==> config.mk <==
export PLATFORM = sky130hd
export DESIGN_NAME = conv_encoder_param
export DESIGN_NICKNAME = d
export VERILOG_FILES = /design/src/rtl/conv_encoder_param.sv
export SDC_FILE = /design/constraint.sdc
export NUM_CORES = 1
export LEC_CHECK = 0
export ABC_AREA = 1
export CAP_MARGIN = 20
export CORE_MARGIN = 2
export CORE_UTILIZATION = 35
export DETAILED_ROUTE_END_ITERATION = 8
export PLACE_DENSITY_LB_ADDON = 0.3
export SLEW_MARGIN = 25
export SYNTH_ARGS = -nofsm -noshare
export SYNTH_HDL_FRONTEND = slang
export SYNTH_SLANG_ARGS = --single-unit
==> constraint.sdc <==
create_clock -name clk -period 1.1 [get_ports clk]
set_input_delay 0.275 -clock clk [delete_from_list [all_inputs] [get_ports clk]]
set_output_delay 0.275 -clock clk [all_outputs]
set_load 0.02 [all_outputs]
==> src/rtl/conv_encoder_param.sv <==
// Rate-1/2 feed-forward convolutional encoder with valid/ready handshakes,
// frame delimiting and optional zero-tail termination.
module conv_encoder_param #(
    parameter int           K       = 3,
    parameter logic [K-1:0] G0      = 3'b111,
    parameter logic [K-1:0] G1      = 3'b101,
    parameter bit           TAIL_EN = 1'b1
) (
    input  logic       clk,
    input  logic       rst,
    input  logic       in_valid,
    output logic       in_ready,
    input  logic       in_bit,
    input  logic       in_last,
    output logic       out_valid,
    input  logic       out_ready,
    output logic [1:0] out_sym,
    output logic       out_last,
    output logic       busy
);

    if (K < 3 || K > 9) begin : g_bad_k
        $error("conv_encoder_param: K must be in 3..9");
    end

    typedef enum logic {DATA, TAIL} state_t;

    state_t       state;
    logic [K-2:0] sr;
    logic [3:0]   tail_cnt;

    logic         can_step;
    logic         u;
    logic         step;
    logic [K-1:0] w;

    // The single output register can take a new symbol when empty or being drained.
    assign can_step = !out_valid || out_ready;
    assign in_ready = (state == DATA) && can_step;
    assign u        = (state == DATA) ? in_bit : 1'b0;
    assign step     = (state == DATA) ? (in_valid && can_step) : can_step;
    assign w        = {u, sr};
    assign busy     = (state == TAIL) || out_valid;

    always_ff @(posedge clk or posedge rst) begin
        if (rst) begin
            state     <= DATA;
            sr        <= '0;
            tail_cnt  <= '0;
            out_valid <= 1'b0;
            out_sym   <= 2'b00;
            out_last  <= 1'b0;
        end else if (step) begin
            out_valid <= 1'b1;
            out_sym   <= {^(w & G0), ^(w & G1)};
            sr        <= {u, sr[K-2:1]};
            out_last  <= 1'b0;
            if (state == DATA) begin
                if (in_last) begin
                    if (TAIL_EN) begin
                        state    <= TAIL;
                        tail_cnt <= 4'(K - 1);
                    end else begin
                        // Without a tail the next frame must still start from a clean register.
                        out_last <= 1'b1;
                        sr       <= '0;
                    end
                end
            end else begin
                tail_cnt <= tail_cnt - 4'd1;
                if (tail_cnt == 4'd1) begin
                    out_last <= 1'b1;
                    state    <= DATA;
                end
            end
        end else if (out_ready) begin
            out_valid <= 1'b0;
            out_last  <= 1'b0;
        end
    end

endmodule

==> impl_table.tex, run 1 <==
\begin{tabular}{lr}
\hline
Metric & Value \\
\hline
\multicolumn{2}{l}{\textbf{Status}} \\
Result of the run & finished, violations left \\
Failing checks & negative setup slack \\
\multicolumn{2}{l}{\textbf{STA}} \\
FMAX & approximately 750 MHz \\
Time the final worst path needs with I/O delays and setup & 1330 ps \\
Actual transition at the worst max-transition pin & 166 ps \\
Setup repair after global routing missed its margin & true \\
Final clock period utilization by the worst path & 1.21 \\
Setup slack after layout & -234 ps \\
Headroom to the max-slew limit & 0.889 \\
Final Skew & 0.560 ps \\
Count of final max-slew check failures & 0 \\
Final hold violations & 0 \\
Total setup violations reported at the end of the flow & 3 \\
\multicolumn{2}{l}{\textbf{Layout}} \\
Layout area overhead & 45.1\% \\
NumNets Final & 109 \\
Number of antenna cells inserted & 0 \\
Final std cell area, no fill & between 800 and 900 um2 \\
Share of cells above drive strength 1 & 0.300 \\
\multicolumn{2}{l}{\textbf{Placed design}} \\
Count of port buffers added during placement & 11 \\
Detailed placement HPWL & 893 um \\
Final weighted congestion of routability-driven global placement & slightly below 0.8 \\
Post-detailed-placement cell area & $\sim$800 um2 \\
\multicolumn{2}{l}{\textbf{Floorplan}} \\
DIE WIDTH & $\sim$45 um \\
Initial core utilization & 0.383 \\
Vert. Die Dim & approximately 45 um \\
Placeable core area & around 0.0016 mm2 \\
Number of rows in the core area & 14 \\
I/O Pins & 12 \\
Full die area & 0.00205 mm2 \\
\multicolumn{2}{l}{\textbf{Clock network}} \\
Maximum level of the CTS H-tree & 1 \\
Clock insertion delay at the later pin of the skew report & 260 ps \\
Clock-pin slew on the worst setup and hold paths & 70 ps \\
TritonCTS buffer count & 3 \\
Clk sink count & 11 \\
Max Buffers Root-to-Sink & 2 \\
Clock root buffer & sky130\_fd\_sc\_hd\_\_clkbuf\_4 \\
Cts hold-fix bufs & 0 \\
CTS tree & done \\
\multicolumn{2}{l}{\textbf{Pwr}} \\
Sw Share & 0.416 \\
Switching power total & 846 uW \\
Total chip power & about 2 mW \\
Leakage power figure & about 0.46 nW \\
Ratio of total power to cell area & $\sim$2300 mW/mm2 \\
Clock share of power & 0.137 \\
Comb pwr share & 0.525 \\
Worst vdd rail ir drop & 1150 uV \\
Int Power & 1.19 mW \\
Portion of total power attributed to sequential cells & 0.338 \\
\multicolumn{2}{l}{\textbf{Min path}} \\
Classification of the worst-slack hold path & in -> async \\
\multicolumn{2}{l}{\textbf{Logic synthesis}} \\
Total standard cell area after synthesis & 597 um2 \\
Largest cells by area after synthesis & sky130\_fd\_sc\_hd\_\_dfrtp\_1 46\%, sky130\_fd\_sc\_hd\_\_nand2\_1 16\%, sky130\_fd\_sc\_hd\_\_inv\_1 6.9\%, sky130\_fd\_sc\_hd\_\_nand3\_1 5.9\%, sky130\_fd\_sc\_hd\_\_nand2\_4 5.7\% \\
Total of warnings raised by yosys & 0 \\
Flops \& latches, synth & 11 \\
Cell taking the most area after synthesis & sky130\_fd\_sc\_hd\_\_dfrtp\_1 \\
Sequential fraction of the synthesis area & 0.461 \\
Syn\_area\_per\_cell & 7.85 um2 \\
Post-synthesis instance total & 76 \\
Share of the synthesized area in the top cell type & 0.461 \\
Cell variety after synth & 15 \\
Post-synthesis net count & 84 \\
\multicolumn{2}{l}{\textbf{Routing}} \\
Detail-routed via count per cell & $\sim$4.8 \\
Post-route ant nets & 0 \\
First-iteration detailed-routing DRC count & 5 \\
Drc violations & 0 \\
Via count & between 500 and 600 \\
DRT Wirelength & between 1 and 1.5 mm \\
Detailed-route wire length per cell & about 11 um \\
Detailed-router iteration count before antenna repair & 4 \\
\multicolumn{2}{l}{\textbf{Global route}} \\
Aggregate global routing overflow & 0 \\
Via count of the first global-routing pass & 533 \\
Maximum number of pins on one net before global-route repair & 12 \\
Initial antenna violation count & 0 \\
Total global-route track usage & 0.149 \\
Global-route wire length before repair & 2.15 mm \\
\multicolumn{2}{l}{\textbf{Critical path}} \\
Critical path arrival & 1060 ps \\
Biggest fanout along the worst timing path & 4 \\
CP Launch Type & register \\
WP data required & 820 ps \\
Nature of the critical path endpoint & output pin \\
Type of the worst setup path & reg -> out \\
\multicolumn{2}{l}{\textbf{Job}} \\
Max capacitance violation total & 0 \\
\hline
\end{tabular}
[kinds of logic (layout without fill, tap and decap cells)]
| logic type | after synthesis | after routing | share of synthesized area |
|---|---|---|---|
| simple gates | 42 | 42 | 0.342 |
| buf+inv | 13 | 37 | 0.0818 |
| xor+xnor | 1 | 1 | 0.0147 |
| fa+ha+maj | 2 | 2 | 0.0419 |
| flops | 11 | 11 | 0.461 |
| compound gates | 7 | 7 | 0.0587 |
[layout make-up]
type                       count  area, um2
sequential                    11        277
tap                           16       20.0
clock buffer                   4       26.3
timing repair buffer          20        183
multi-input combinational     52        309
inverter                      13       51.3
fill                         145        693
[repair_timing]
| action | in CTS | in global routing |
|---|---|---|
| resized for setup | 33 | 9 |
| buffers inserted | 2 | 1 |
| endpoints found under the hold margin | 0 | 0 |
| pin swaps | 3 | 0 |
| endpoints found under the setup margin | 14 | 15 |
[layer usage]
| layer | wire length, um | vias to the layer above | global-route usage | share of wire |
|---|---|---|---|---|
| met4 | 21 | 0 | 0.0882 | 0.016 |
| met1 | 579 | 251 | 0.170 | 0.45 |
| met5 | 0 | - | 0 | 0 |
| li1 | - | 288 | - | - |
| met3 | 45 | 4 | 0.0360 | 0.035 |
| met2 | 630 | 12 | 0.251 | 0.49 |
[critical path, cell delays in order, from the launching register on]
cell and delay [ps]:
sky130_fd_sc_hd__dfrtp_2 430, sky130_fd_sc_hd__or2_4 230, sky130_fd_sc_hd__buf_6 130
[through the flow]
step / utilization / cells / hold slack (ps) / setup WS [ps] / TNS, ps
global route: 0.555 / 116 / 304 / -271 / -982
global placement: 0.513 / 110 / 465 / -668 / -4510
detailed placement: 0.513 / 110 / 468 / -688 / -4590
finish: 0.555 / 116 / 298 / -234 / -392
CTS: 0.528 / 115 / 294 / -233 / -416
floorplan: - / 76 / 127 / 65.7 / 0
[registers in the layout (all words and copies together), names as in the netlist]
| name | flops |
|---|---|
| out_last | 1 |
| out_sym | 2 |
| out_valid | 1 |
| sr | 2 |
| state | 1 |
| tail_cnt | 4 |
[synthesized netlist by cell type]
cell type / n
sky130_fd_sc_hd__a21oi_1: 2
sky130_fd_sc_hd__nand3_2: 1
sky130_fd_sc_hd__o21ai_0: 5
sky130_fd_sc_hd__nand3b_1: 1
sky130_fd_sc_hd__nand3_1: 7
sky130_fd_sc_hd__nand2_1: 26
sky130_fd_sc_hd__inv_2: 2
sky130_fd_sc_hd__or2_2: 1
sky130_fd_sc_hd__dfrtp_1: 11
sky130_fd_sc_hd__nand2_4: 3
sky130_fd_sc_hd__ha_1: 2
sky130_fd_sc_hd__nand4_1: 1
sky130_fd_sc_hd__inv_1: 11
sky130_fd_sc_hd__xnor2_1: 1
sky130_fd_sc_hd__nor2_1: 2
[power groups by stage]
stage	registers (mW)	clock network, mW	logic, mW
2_1_floorplan	0.752	0	0.540
3_3_place_gp	0.690	0	0.941
3_5_place_dp	0.695	0	0.963
4_1_cts	0.685	0.286	0.960
5_1_grt	0.712	0.302	1.18
6_report	0.688	0.279	1.07
[cell usage in the layout, fill, tap and decap left out, drive strengths merged]
cell | netlist | final
nand2 | 29 | 29
a21oi | 2 | 2
inv | 13 | 13
nand3b | 1 | 1
o21ai | 5 | 5
clkbuf | 0 | 4
buf | 0 | 15
ha | 2 | 2
dlygate4sd2 | 0 | 1
or2 | 1 | 1
nand3 | 8 | 8
nand4 | 1 | 1
nor2 | 2 | 2
clkdlybuf4s50 | 0 | 4
xnor2 | 1 | 1
dfrtp | 11 | 11
[worst paths after layout]
| kind | startpoint | end | slack [ps] | cells past startpoint |
|---|---|---|---|---|
| max | out_valid | busy | -230 | 2 |
| min | rst | tail_cnt[0] | 300 | 3 |
| max reg2reg | state | state | 0 | 6 |
| min reg2reg | out_sym[0] | out_sym[0] | 480 | 2 |
| max in group asynchronous | rst | out_valid | 680 | 3 |
| min in group clk | out_sym[0] | out_sym[0] | 480 | 2 |
Power figures use the tool's default switching activity.
==> inputs of run 2 (changes only) <==
- CTS_CLUSTER_DIAMETER: default -> 60
- GPL_ROUTABILITY_DRIVEN: default -> 0
- TNS_END_PERCENT: default -> 5
==> impl_table.tex, run 2 (same netlist as run 1, synthesis figures left out) <==
\begin{tabular}{lr}
\hline
Metric & Value \\
\hline
\multicolumn{2}{l}{\textbf{Critical path}} \\
CP Launch Type & register (unchanged) \\
Crit path capture & in\_ready (was busy) \\
WP data required & 820 ps (about the same) \\
R2R Setup Slk & -50 ps (was 0 ps) \\
Type of the worst setup path & reg -> out (unchanged) \\
Cells on worst reg2reg path & 6 (unchanged) \\
Setup crit start & out\_valid (unchanged) \\
Nature of the critical path endpoint & output pin (unchanged) \\
FF-to-FF Start & out\_valid (was state) \\
Critical path arrival & 1040 ps (was 1060 ps) \\
Worst r2r dst & tail\_cnt[0] (was state) \\
Biggest fanout along the worst timing path & 3 (was 4) \\
\multicolumn{2}{l}{\textbf{STA}} \\
Actual transition at the worst max-transition pin & 148 ps (was 166 ps) \\
WHS & 273 ps (was 298 ps) \\
Total setup violations reported at the end of the flow & 9 (was 3) \\
FMAX & 763 MHz (was 750 MHz) \\
Setup repair after global routing missed its margin & true (unchanged) \\
Final clock period utilization by the worst path & 1.19 (was 1.21) \\
Total Negative Setup Slacks & -720 ps (was -392 ps) \\
Final Skew & 2.60 ps (was 0.560 ps) \\
Setup slack after layout & -211 ps (was -234 ps) \\
Final hold violations & 0 (unchanged) \\
Headroom to the max-slew limit & 0.900 (was 0.889) \\
Time the final worst path needs with I/O delays and setup & 1310 ps (was 1330 ps) \\
Count of final max-slew check failures & 0 (unchanged) \\
\multicolumn{2}{l}{\textbf{Status}} \\
Result of the run & finished, violations left (unchanged) \\
Failing checks & negative setup slack (unchanged) \\
\multicolumn{2}{l}{\textbf{Layout}} \\
Layout area overhead & 40.7\% (was 45.1\%) \\
Share of cells above drive strength 1 & 0.290 (was 0.300) \\
Final standard cell count with taps included and fillers excluded & 116 (unchanged) \\
Utilization of the core after routing & 0.539 (was 0.555) \\
Most frequent standard cell in the layout excluding fill and tap cells & sky130\_fd\_sc\_hd\_\_nand2\_1 (unchanged) \\
Final std cell area, no fill & 840 um2 (was 866 um2) \\
Number of antenna cells inserted & 0 (unchanged) \\
Flip-flop count of the largest register after layout & 4 (unchanged) \\
Most frequent cells in the layout & 25 x sky130\_fd\_sc\_hd\_\_nand2\_1, 11 x sky130\_fd\_sc\_hd\_\_dfrtp\_1, 10 x sky130\_fd\_sc\_hd\_\_inv\_1 (was 24 x sky130\_fd\_sc\_hd\_\_nand2\_1, 10 x sky130\_fd\_sc\_hd\_\_inv\_1, 10 x sky130\_fd\_sc\_hd\_\_dfrtp\_1, 10 x sky130\_fd\_sc\_hd\_\_buf\_4, 7 x sky130\_fd\_sc\_hd\_\_nand3\_1) \\
Registers with the most flip-flops & tail\_cnt: 4 flops, out\_sym: 2 flops, sr: 2 flops (unchanged) \\
Most flop-heavy register & tail\_cnt (unchanged) \\
NumNets Final & 109 (unchanged) \\
\multicolumn{2}{l}{\textbf{Floorplan}} \\
Initial core utilization & 0.383 (unchanged) \\
Vert. Die Dim & 45.3 um (unchanged) \\
I/O Pins & 12 (unchanged) \\
Placeable core area & 0.00156 mm2 (unchanged) \\
Full die area & 0.00205 mm2 (unchanged) \\
DIE WIDTH & 45.3 um (unchanged) \\
Number of rows in the core area & 14 (unchanged) \\
\multicolumn{2}{l}{\textbf{Global route}} \\
Maximum number of pins on one net before global-route repair & 12 (unchanged) \\
Aggregate global routing overflow & 0 (unchanged) \\
Initial antenna violation count & 0 (unchanged) \\
Total global-route track usage & 0.151 (was 0.149) \\
Via count of the first global-routing pass & 516 (was 533) \\
Global-route wire length before repair & 2.11 mm (was 2.15 mm) \\
\multicolumn{2}{l}{\textbf{Clock network}} \\
Max Buffers Root-to-Sink & 2 (unchanged) \\
CTS tree & done (unchanged) \\
Clk sink count & 11 (unchanged) \\
Clock insertion delay at the later pin of the skew report & 270 ps (was 260 ps) \\
Clock-pin slew on the worst setup and hold paths & 80 ps (was 70 ps) \\
Maximum level of the CTS H-tree & 1 (unchanged) \\
TritonCTS buffer count & 3 (unchanged) \\
Clock root buffer & sky130\_fd\_sc\_hd\_\_clkbuf\_4 (unchanged) \\
\multicolumn{2}{l}{\textbf{Job}} \\
Max capacitance violation total & 0 (unchanged) \\
\multicolumn{2}{l}{\textbf{Placed design}} \\
DP Worst Slack & -673 ps (was -688 ps) \\
Post-detailed-placement cell area & 783 um2 (was 800 um2) \\
Count of port buffers added during placement & 11 (unchanged) \\
Count of placed standard cells including taps & 110 (unchanged) \\
Detailed placement HPWL & 900 um (was 893 um) \\
\multicolumn{2}{l}{\textbf{Pwr}} \\
Ratio of total power to cell area & 2370 mW/mm2 (was 2350 mW/mm2) \\
Leakage power figure & 0.448 nW (was 0.456 nW) \\
Worst vdd rail ir drop & 1250 uV (was 1150 uV) \\
Total chip power & 1.99 mW (was 2.03 mW) \\
\multicolumn{2}{l}{\textbf{Routing}} \\
First-iteration detailed-routing DRC count & 11 (was 5) \\
Detail-routed via count per cell & 4.82 (was 4.78) \\
DRT Wirelength & 1.24 mm (was 1.28 mm) \\
Drc violations & 0 (unchanged) \\
Detailed-route wire length per cell & 10.7 um (was 11.0 um) \\
Post-route ant nets & 0 (unchanged) \\
Via count & 559 (was 555) \\
Detailed-router iteration count before antenna repair & 4 (unchanged) \\
\multicolumn{2}{l}{\textbf{Min path}} \\
Classification of the worst-slack hold path & in -> async (unchanged) \\
\hline
\end{tabular}
==> run 2: worst min path at each step <==
stage                      startpoint          end  slack [ps]
after floorplan                   rst     out_last         130
after global placement    tail_cnt[1]  tail_cnt[1]         470
after detailed placement  tail_cnt[1]  tail_cnt[1]         470
after CTS                         rst   out_sym[1]         280
after global routing              rst  tail_cnt[1]         300
final                             rst   out_sym[1]         270
==> run 2: critical path, cell delays in order, from the launching register on <==
cell	delay [ps]
sky130_fd_sc_hd__dfrtp_1	390
sky130_fd_sc_hd__buf_6	120
sky130_fd_sc_hd__a21oi_2	100
sky130_fd_sc_hd__buf_4	150
==> run 2: repair_timing <==
| action | in CTS | in global routing |
|---|---|---|
| pin swaps | 2 | 0 |
| setup buffers | 2 | 0 |
| resized for setup | 36 | 5 |
| endpoints found under the setup margin | 13 | 16 |
| hold buffers | 0 | 0 |
==> run 2: where the power goes <==
part	total (mW)	switching, mW	leakage [nW]	internal [mW]
clock network	0.288	0.147	0.0150	0.141
logic	1.03	0.583	0.297	0.448
registers	0.672	0.106	0.136	0.567
total	1.99	0.836	0.448	1.15
==> run 2: final cells by class <==
type | instances | area [um2]
well taps | 16 | 20.0
fillers | 154 | 719
inverters | 13 | 53.8
repair buffers | 20 | 163
clock buffers | 4 | 26.3
flip-flops and latches | 11 | 275
multi-input cells | 52 | 302
==> run 2: metal layers <==
layer,routed length [um],GRT usage
met1,558,0.183
met2,616,0.243
met3,68,0.0720
met4,0,0.0353
met5,0,0
==> inputs of run 3 (changes only) <==
- PLACE_DENSITY_LB_ADDON: 0.3 -> 0.08
- SKIP_CTS_REPAIR_TIMING: default -> 1
==> impl_table.tex, run 3 (same netlist as run 1, synthesis figures left out) <==
\begin{tabular}{lr}
\hline
Metric & Value \\
\hline
\multicolumn{2}{l}{\textbf{Status}} \\
Result of the run & finished, violations left (unchanged) \\
Failing checks & negative setup slack (unchanged) \\
\multicolumn{2}{l}{\textbf{Critical path}} \\
WP data required & 820 ps (about the same) \\
Worst r2r dst & out\_sym[1] (was tail\_cnt[0]) \\
Critical path arrival & 1060 ps (was 1040 ps) \\
Setup crit start & state (was out\_valid) \\
FF-to-FF Start & state (was out\_valid) \\
Nature of the critical path endpoint & output pin (unchanged) \\
Biggest fanout along the worst timing path & 3 (unchanged) \\
Crit path capture & busy (was in\_ready) \\
Cells on worst reg2reg path & 7 (was 6) \\
Type of the worst setup path & reg -> out (unchanged) \\
R2R Setup Slk & -20 ps (was -50 ps) \\
CP Launch Type & register (unchanged) \\
\multicolumn{2}{l}{\textbf{STA}} \\
Time the final worst path needs with I/O delays and setup & 1330 ps (was 1310 ps) \\
Total Negative Setup Slacks & -705 ps (was -720 ps) \\
Headroom to the max-slew limit & 0.901 (was 0.900) \\
Total setup violations reported at the end of the flow & 8 (was 9) \\
Actual transition at the worst max-transition pin & 147 ps (was 148 ps) \\
Final hold violations & 0 (unchanged) \\
Count of final max-slew check failures & 0 (unchanged) \\
Setup slack after layout & -234 ps (was -211 ps) \\
Setup repair after global routing missed its margin & true (unchanged) \\
FMAX & 749 MHz (was 763 MHz) \\
Final clock period utilization by the worst path & 1.21 (was 1.19) \\
WHS & 301 ps (was 273 ps) \\
Final Skew & 0.441 ps (was 2.60 ps) \\
\multicolumn{2}{l}{\textbf{Global route}} \\
Via count of the first global-routing pass & 522 (was 516) \\
Global-route wire length before repair & 2.23 mm (was 2.11 mm) \\
Total global-route track usage & 0.160 (was 0.151) \\
Initial antenna violation count & 0 (unchanged) \\
Aggregate global routing overflow & 0 (unchanged) \\
Maximum number of pins on one net before global-route repair & 12 (unchanged) \\
\multicolumn{2}{l}{\textbf{Clock network}} \\
TritonCTS buffer count & 3 (unchanged) \\
Clock root buffer & sky130\_fd\_sc\_hd\_\_clkbuf\_4 (unchanged) \\
Max Buffers Root-to-Sink & 2 (unchanged) \\
Clock insertion delay at the later pin of the skew report & 270 ps (about the same) \\
Clk sink count & 11 (unchanged) \\
Clock-pin slew on the worst setup and hold paths & 70 ps (was 80 ps) \\
CTS tree & done (unchanged) \\
Maximum level of the CTS H-tree & 1 (unchanged) \\
\multicolumn{2}{l}{\textbf{Layout}} \\
Utilization of the core after routing & 0.509 (was 0.539) \\
NumNets Final & 107 (was 109) \\
Flip-flop count of the largest register after layout & 4 (unchanged) \\
Most frequent standard cell in the layout excluding fill and tap cells & sky130\_fd\_sc\_hd\_\_nand2\_1 (unchanged) \\
Final std cell area, no fill & 793 um2 (was 840 um2) \\
Number of antenna cells inserted & 0 (unchanged) \\
Most frequent cells in the layout & 25 x sky130\_fd\_sc\_hd\_\_nand2\_1, 11 x sky130\_fd\_sc\_hd\_\_inv\_1, 11 x sky130\_fd\_sc\_hd\_\_dfrtp\_1 (was 25 x sky130\_fd\_sc\_hd\_\_nand2\_1, 11 x sky130\_fd\_sc\_hd\_\_dfrtp\_1, 10 x sky130\_fd\_sc\_hd\_\_inv\_1) \\
Layout area overhead & 32.9\% (was 40.7\%) \\
Number of filler cells placed in the layout & 166 (was 154) \\
Share of cells above drive strength 1 & 0.255 (was 0.290) \\
Final standard cell count with taps included and fillers excluded & 114 (was 116) \\
Area of the multi-input gates & 282 um2 (was 302 um2) \\
Sequential cell area in the final layout & 275 um2 (unchanged) \\
Most flop-heavy register & tail\_cnt (unchanged) \\
Registers with the most flip-flops & tail\_cnt: 4 flops, out\_sym: 2 flops, sr: 2 flops (unchanged) \\
\multicolumn{2}{l}{\textbf{Placed design}} \\
DP Worst Slack & -679 ps (was -673 ps) \\
Detailed placement HPWL & 892 um (was 900 um) \\
Count of port buffers added during placement & 11 (unchanged) \\
Post-detailed-placement cell area & 783 um2 (unchanged) \\
Count of placed standard cells including taps & 110 (unchanged) \\
\multicolumn{2}{l}{\textbf{Routing}} \\
Detail-routed via count per cell & 4.72 (was 4.82) \\
First-iteration detailed-routing DRC count & 14 (was 11) \\
Detailed-route wire length per cell & 10.5 um (was 10.7 um) \\
Post-route ant nets & 0 (unchanged) \\
Detailed-router iteration count before antenna repair & 4 (unchanged) \\
Via count & 538 (was 559) \\
Drc violations & 0 (unchanged) \\
DRT Wirelength & 1.20 mm (was 1.24 mm) \\
\multicolumn{2}{l}{\textbf{Floorplan}} \\
Placeable core area & 0.00156 mm2 (unchanged) \\
DIE WIDTH & 45.3 um (unchanged) \\
Full die area & 0.00205 mm2 (unchanged) \\
Number of rows in the core area & 14 (unchanged) \\
Vert. Die Dim & 45.3 um (unchanged) \\
Initial core utilization & 0.383 (unchanged) \\
I/O Pins & 12 (unchanged) \\
\multicolumn{2}{l}{\textbf{Pwr}} \\
Worst vdd rail ir drop & 896 uV (was 1250 uV) \\
Leakage power figure & 0.436 nW (was 0.448 nW) \\
Total chip power & 1.85 mW (was 1.99 mW) \\
Ratio of total power to cell area & 2340 mW/mm2 (was 2370 mW/mm2) \\
\multicolumn{2}{l}{\textbf{Min path}} \\
Classification of the worst-slack hold path & in -> async (unchanged) \\
\multicolumn{2}{l}{\textbf{Job}} \\
Max capacitance violation total & 0 (unchanged) \\
\hline
\end{tabular}
[run 3: cell types whose count changed in the layout (fill, tap and decap cells not counted), moves of 2 or more]
cell and delta:
sky130_fd_sc_hd__o21ai_1 -3, sky130_fd_sc_hd__nand2_8 -2, sky130_fd_sc_hd__buf_6 -2, sky130_fd_sc_hd__nand2_4 +2, sky130_fd_sc_hd__o21ai_0 +3, sky130_fd_sc_hd__clkbuf_2 +2
sky130_fd_sc_hd__buf_2 -2
[run 3: layout make-up]
| cell class | count | share of cell area |
|---|---|---|
| multi-input combinational | 52 | 0.355 |
| timing repair buffer | 18 | 0.178 |
| clock buffer | 4 | 0.0331 |
| inverter | 13 | 0.0615 |
| tap | 16 | 0.0252 |
| sequential | 11 | 0.347 |
[run 3: how the worst min path moves through the flow]
stage,endpoint,startpoint,slack [ps],cells past startpoint
final,tail_cnt[0],rst,300,3
after global routing,sr[1],rst,330,3
after CTS,out_sym[1],rst,300,3
after detailed placement,out_sym[0],out_sym[0],470,2
after global placement,tail_cnt[1],tail_cnt[1],470,2
after floorplan,out_last,rst,130,1
[run 3: metal layers]
| metal | part of all wire | global-route usage | routed length [um] | vias to the layer above |
|---|---|---|---|---|
| li1 | - | - | - | 280 |
| met1 | 0.49 | 0.215 | 586 | 239 |
| met2 | 0.45 | 0.229 | 541 | 15 |
| met3 | 0.027 | 0.0240 | 33 | 4 |
| met4 | 0.033 | 0.124 | 40 | 0 |
| met5 | 0 | 0 | 0 | - |
[run 3: worst max-delay path, cell delays in order, from the launching register on]
cell	delay [ps]
sky130_fd_sc_hd__dfrtp_1	410
sky130_fd_sc_hd__or2_4	260
sky130_fd_sc_hd__buf_6	130
[run 3: where the power goes]
| part | total, mW | switching, mW | internal [mW] |
|---|---|---|---|
| sequential | 0.681 | 0.114 | 0.567 |
| clock | 0.283 | 0.143 | 0.141 |
| combinational | 0.891 | 0.521 | 0.370 |
| total | 1.85 | 0.777 | 1.08 |
